--- src/rtl/sseg_pkg.sv ---
// Shared constants and segment decode for the seven-segment scan controller.
// Segment patterns are active low, ordered {g,f,e,d,c,b,a}.
package sseg_pkg;

    localparam logic [7:0] SSEG_OFF  = 8'hFF;
    localparam logic [6:0] SEG_BLANK = 7'h7F;

    function automatic logic [6:0] hex_to_sseg(input logic [3:0] v);
        logic [6:0] s;
        unique case (v)
            4'h0: s = 7'b1000000;
            4'h1: s = 7'b1111001;
            4'h2: s = 7'b0100100;
            4'h3: s = 7'b0110000;
            4'h4: s = 7'b0011001;
            4'h5: s = 7'b0010010;
            4'h6: s = 7'b0000010;
            4'h7: s = 7'b1111000;
            4'h8: s = 7'b0000000;
            4'h9: s = 7'b0010000;
            4'hA: s = 7'b0001000;
            4'hB: s = 7'b0000011;
            4'hC: s = 7'b1000110;
            4'hD: s = 7'b0100001;
            4'hE: s = 7'b0000110;
            4'hF: s = 7'b0001110;
        endcase
        return s;
    endfunction

endpackage

--- src/rtl/sseg_scan_timer.sv ---
// Digit slot timing: a prescaler that steps the scanned digit index.
// frame_start marks the first cycle of digit 0's slot.
module sseg_scan_timer #(
    parameter int NUM_DIGITS = 8,
    parameter int PRESCALE   = 6250
) (
    input  logic                          clk,
    input  logic                          reset,
    output logic                          frame_start,
    output logic [$clog2(NUM_DIGITS)-1:0] idx
);

    localparam int IW = $clog2(NUM_DIGITS);
    localparam int PW = $clog2(PRESCALE);
    localparam logic [PW-1:0] PRE_MAX = PW'(PRESCALE - 1);
    localparam logic [IW-1:0] IDX_MAX = IW'(NUM_DIGITS - 1);

    logic [PW-1:0] pre_cnt;
    logic          slot_tick;

    assign slot_tick   = (pre_cnt == PRE_MAX);
    assign frame_start = (pre_cnt == '0) && (idx == '0);

    // Prescaler wraps at the slot tick, which also steps the digit index.
    always_ff @(posedge clk or posedge reset) begin
        if (reset) begin
            pre_cnt <= '0;
            idx     <= '0;
        end else if (slot_tick) begin
            pre_cnt <= '0;
            idx     <= (idx == IDX_MAX) ? '0 : idx + 1'b1;
        end else begin
            pre_cnt <= pre_cnt + 1'b1;
        end
    end

endmodule

--- src/rtl/sseg_scan_ctrl.sv ---
// Multiplexed common-anode seven-segment controller with frame-coherent
// capture, leading-zero suppression, blanking, blinking and PWM dimming.
module sseg_scan_ctrl
    import sseg_pkg::*;
#(
    parameter int NUM_DIGITS = 8,
    parameter int PRESCALE   = 6250,
    parameter int BLINK_LOG2 = 24,
    parameter int PWM_BITS   = 4
) (
    input  logic                    clk,
    input  logic                    reset,
    input  logic [4*NUM_DIGITS-1:0] hex_in,
    input  logic [NUM_DIGITS-1:0]   dp_in,
    input  logic [NUM_DIGITS-1:0]   blank_in,
    input  logic [NUM_DIGITS-1:0]   blink_in,
    input  logic                    lz_en,
    input  logic [PWM_BITS-1:0]     brightness,
    output logic [NUM_DIGITS-1:0]   an,
    output logic [7:0]              sseg,
    output logic                    frame_tick
);

    localparam int IW = $clog2(NUM_DIGITS);

    logic                    frame_start;
    logic [IW-1:0]           idx;

    logic [4*NUM_DIGITS-1:0] sh_hex;
    logic [NUM_DIGITS-1:0]   sh_dp;
    logic [NUM_DIGITS-1:0]   sh_blank;
    logic [NUM_DIGITS-1:0]   sh_blink;
    logic                    sh_lz;

    logic [4*NUM_DIGITS-1:0] eff_hex;
    logic [NUM_DIGITS-1:0]   eff_dp;
    logic [NUM_DIGITS-1:0]   eff_blank;
    logic [NUM_DIGITS-1:0]   eff_blink;
    logic                    eff_lz;

    logic [3:0]              dig [NUM_DIGITS];
    logic [NUM_DIGITS-1:0]   sup;

    logic [BLINK_LOG2-1:0]   blink_cnt;
    logic [PWM_BITS-1:0]     pwm_cnt;

    logic                    pwm_on;
    logic                    cur_sup;
    logic                    cur_dp;
    logic                    dark;
    logic [NUM_DIGITS-1:0]   an_nxt;
    logic [7:0]              sseg_nxt;

    sseg_scan_timer #(
        .NUM_DIGITS (NUM_DIGITS),
        .PRESCALE   (PRESCALE)
    ) u_timer (
        .clk         (clk),
        .reset       (reset),
        .frame_start (frame_start),
        .idx         (idx)
    );

    // Bypass the shadows in the capture cycle so digit 0 of a new frame
    // already shows the freshly captured inputs.
    always_comb begin
        eff_hex   = frame_start ? hex_in   : sh_hex;
        eff_dp    = frame_start ? dp_in    : sh_dp;
        eff_blank = frame_start ? blank_in : sh_blank;
        eff_blink = frame_start ? blink_in : sh_blink;
        eff_lz    = frame_start ? lz_en    : sh_lz;
    end

    for (genvar k = 0; k < NUM_DIGITS; k++) begin : g_dig
        assign dig[k] = eff_hex[4*k +: 4];
    end

    // A digit is suppressed while it and every higher digit are zero.
    always_comb begin
        logic zero_run;
        zero_run = 1'b1;
        sup      = '0;
        for (int k = NUM_DIGITS - 1; k >= 0; k--) begin
            zero_run = zero_run && (dig[k] == 4'h0);
            sup[k]   = eff_lz && zero_run;
        end
        sup[0] = 1'b0;
    end

    // Shadow capture once per frame, at the start of digit 0's slot.
    always_ff @(posedge clk or posedge reset) begin
        if (reset) begin
            sh_hex   <= '0;
            sh_dp    <= '0;
            sh_blank <= '0;
            sh_blink <= '0;
            sh_lz    <= 1'b0;
        end else if (frame_start) begin
            sh_hex   <= hex_in;
            sh_dp    <= dp_in;
            sh_blank <= blank_in;
            sh_blink <= blink_in;
            sh_lz    <= lz_en;
        end
    end

    // Free-running blink and PWM counters.
    always_ff @(posedge clk or posedge reset) begin
        if (reset) begin
            blink_cnt <= '0;
            pwm_cnt   <= '0;
        end else begin
            blink_cnt <= blink_cnt + 1'b1;
            pwm_cnt   <= pwm_cnt + 1'b1;
        end
    end

    // Decide whether the current digit is lit and what it shows.
    always_comb begin
        pwm_on  = (pwm_cnt < brightness) || (&brightness);
        cur_sup = sup[idx];
        cur_dp  = eff_dp[idx];
        dark    = eff_blank[idx]
                | (eff_blink[idx] & blink_cnt[BLINK_LOG2-1])
                | ~pwm_on
                | (cur_sup & ~cur_dp);
        an_nxt   = '1;
        sseg_nxt = SSEG_OFF;
        if (!dark) begin
            an_nxt   = ~(NUM_DIGITS'(1) << idx);
            sseg_nxt = {~cur_dp,
                        cur_sup ? SEG_BLANK : hex_to_sseg(dig[idx])};
        end
    end

    // Registered pin drivers.
    always_ff @(posedge clk or posedge reset) begin
        if (reset) begin
            an         <= '1;
            sseg       <= SSEG_OFF;
            frame_tick <= 1'b0;
        end else begin
            an         <= an_nxt;
            sseg       <= sseg_nxt;
            frame_tick <= frame_start;
        end
    end

endmodule

--- config.mk ---
export PLATFORM = sky130hd
export DESIGN_NAME = sseg_scan_ctrl
export DESIGN_NICKNAME = d
export VERILOG_FILES = /design/src/rtl/sseg_pkg.sv /design/src/rtl/sseg_scan_timer.sv /design/src/rtl/sseg_scan_ctrl.sv
export SDC_FILE = /design/constraint.sdc
export NUM_CORES = 1
export LEC_CHECK = 0
export ABC_AREA = 1
export CELL_PAD_IN_SITES_DETAIL_PLACEMENT = 2
export CELL_PAD_IN_SITES_GLOBAL_PLACEMENT = 2
export CORE_ASPECT_RATIO = 1.5
export CORE_MARGIN = 1
export CORE_UTILIZATION = 25
export CTS_BUF_LIST = sky130_fd_sc_hd__clkbuf_4 sky130_fd_sc_hd__clkbuf_8 sky130_fd_sc_hd__clkbuf_16
export CTS_CLUSTER_SIZE = 12
export DETAILED_ROUTE_END_ITERATION = 16
export DONT_BUFFER_PORTS = 1
export PLACE_DENSITY = 0.63
export SLEW_MARGIN = 15
export SYNTH_ARGS = -nofsm -noshare
export SYNTH_HDL_FRONTEND = slang
export SYNTH_SLANG_ARGS = --single-unit
--- constraint.sdc ---
create_clock -name clk -period 4.3 [get_ports clk]
set_input_delay 0.43 -clock clk [delete_from_list [all_inputs] [get_ports clk]]
set_output_delay 0.43 -clock clk [all_outputs]
set_load 0.05 [all_outputs]
==> reports/summary.txt <==
vias in the first global route: 5845
CP endpoint kind: flop
Total GRT Usage: 0.170
Final min period: 3490 ps
worst rel slew slack: 0.311
Area Growth Syn to Fin: 14.4%
CP required: 4650 ps
placed insts: 1119
Routed wire per std cell: 17.7 µm
P per Cell Area: 363 mW/mm²
vias: 5182
drt first pass iters: 4
HPWL Detailed: 15.4 mm
Clk Latency, worst-skew pair: 420 ps
Synth Warn #: 0
Setup WS post-layout: 814 ps
class of the worst hold path: in -> async
Worst VDD drop: 0.271 mV
Mapped Cells: 804
post-route cell area: 0.00720 mm²
Synth async-reset ratio: 1.00
max_cap viols: 0
TritonCTS buffer count: 17
Net Count, Synth: 887
pin count of the biggest net entering global routing: 76
Synth Register Bits: 118
PortBufs: 0
Critical Path AT: 3830 ps
die area: 0.0258 mm²
first-pass GRT wire length: 32.7 mm
CTS H-tree lvls: 4
post-CTS setup buffers: 0
Leak: 3.73 nW
Final Hold Fails: 0
initial drt markers: 130
pre-CTS WS: 758 ps
Clock Skew: 9.81 ps
Primary FF master, synth: dfrtp_1
Num Clock Sinks: 118
RSZ-0062 raised after global routing: false
routability cong.: 0.736
Critical Path Fanout Max: 37
grt ovf: 0
die width: 132 µm
status: finished, final reports clean
vias per inst: 4.50
final cell count without fillers: 1151
setup TNS: 0 ps
EDFF count, synth: 0
fraction of layout cells with a size suffix above 1: 0.114
final critical-path share of the clock period: 0.811
Rows: 70
clk slew on worst S/H paths: 60 ps
Antenna Nets Post-Route: 0
Max clock buf depth: 2
commonest cells after routing, fill and taps aside: 239 x nand2_1, 114 x inv_1, 102 x dfrtp_1
Mean Syn Cell Area: 7.83 µm²
Slew Viols, Final: 0
WS Path Type: reg -> reg
worst-margin pin slew: 1030 ps
clock root cell: clkbuf_16
# IOs: 80
fmax: 287 MHz
post-place instance area: 0.00667 mm²
Seq/Total Area, Yosys: 0.472
Worst Setup Start Kind: flop
CTS tree: done
final WL: 20.4 mm
DRC Markers: 0
fin nets: 897
most common cell after layout, fill and taps aside: nand2_1
distinct cell type count of the synthesized netlist: 37
core area: 0.0245 mm²
Power, Total: 2.61 mW
final setup violation count: 0
die height: 196 µm
hold_buf cts: 0
Initial Util: 0.257
antenna violations before repair: 2
synthesized cell area: 0.00629 mm²
post_cts resized: 0
layout make-up:
type | instances | area, µm²
Multi-Input combinational cell | 549 | 2770
Antenna cell | 1 | 2.50
Inverter | 117 | 442
Sequential cell | 118 | 2970
Clock inverter | 10 | 57.6
Timing Repair Buffer | 11 | 82.6
Fill cell | 2887 | 17300
Clock buffer | 21 | 468
Tap cell | 324 | 405
synth_stat cells (10+ instances only):
master / number / area share
and2_1: 11 / 0.011
nand3_1: 98 / 0.078
nand2_2: 15 / 0.015
xor2_1: 13 / 0.018
a21oi_1: 10 / 0.0080
nand2_1: 239 / 0.14
nand3b_1: 13 / 0.016
dfstp_2: 16 / 0.067
nor2_1: 68 / 0.041
inv_1: 115 / 0.069
dfrtp_1: 102 / 0.41
ha_1: 20 / 0.040
sequential cells by signal, summed over array words and instances (netlist names), 3 cells and up:
register / count
sh_blink: 8
an: 8
sseg: 8
sh_hex: 32
u_timer.idx: 3
u_timer.pre_cnt: 13
sh_blank: 8
pwm_cnt: 4
sh_dp: 8
blink_cnt: 24
per-stage QoR:
step                hold WS [ps]   util
floorplan                    422      -
global placement             446  0.272
detailed placement           448  0.272
CTS                          127  0.293
global route                 150  0.294
finish                       101  0.294
worst max-delay path: stages, from the launching register on:
cell,delay (ps)
dfrtp_1,400
inv_1,100
ha_1,160
inv_1,50
nor2_1,80
nand2_1,130
nor2_8,350
nand2_4,330
inv_2,280
nand2_1,130
nand2_1,170
nand2_1,70
nand3_1,100
nor2_1,60
nor2_1,210
ha_1,300
inv_1,100
nand3_1,90
nand2_1,50
nor2_1,150
nand2_2,70
layer usage:
| metal | up-vias | global-route usage | routed length [µm] |
|---|---|---|---|
| met5 | - | 0 | 10 |
| met4 | 2 | 0.0883 | 762 |
| met3 | 30 | 0.0463 | 923 |
| met2 | 75 | 0.319 | 11200 |
| met1 | 2568 | 0.169 | 7490 |
| li1 | 2507 | - | - |
path summary, 6_finish.rpt:
| kind | from | to | slack (ps) | depth (start not counted) |
|---|---|---|---|---|
| max | u_timer.pre_cnt[0]$_DFF_PP0_ | sseg[2]$_DFF_PP1_ | 810 | 20 |
| min | reset | blink_cnt[3]$_DFF_PP0_ | 100 | 1 |
| max reg2reg | u_timer.pre_cnt[0]$_DFF_PP0_ | sseg[2]$_DFF_PP1_ | 810 | 20 |
| min reg2reg | blink_cnt[0]$_DFF_PP0_ | blink_cnt[0]$_DFF_PP0_ | 450 | 1 |
| max in group asynchronous | reset | an[3]$_DFF_PP1_ | 3180 | 2 |
| min in group clk | dp_in[5] | sh_dp[5]$_DFF_PP0_ | 150 | 2 |
cell families after synthesis:
kind of cell,after synthesis,share of synthesized area
buffers and inverters,137,0.0877
flip-flops,118,0.472
adder cells (fa/ha/maj),20,0.0398
AND/OR/NAND/NOR,475,0.341
AO/OA/AOI/OAI,33,0.0298
XOR/XNOR,21,0.0292
power by group:
part	internal [mW]	total, mW	switching, mW
Clock	0.766	1.29	0.523
Sequential	1.15	1.19	0.0366
Combinational	0.0378	0.134	0.0959
Total	1.96	2.61	0.655
Power figures use the tool's default switching activity.
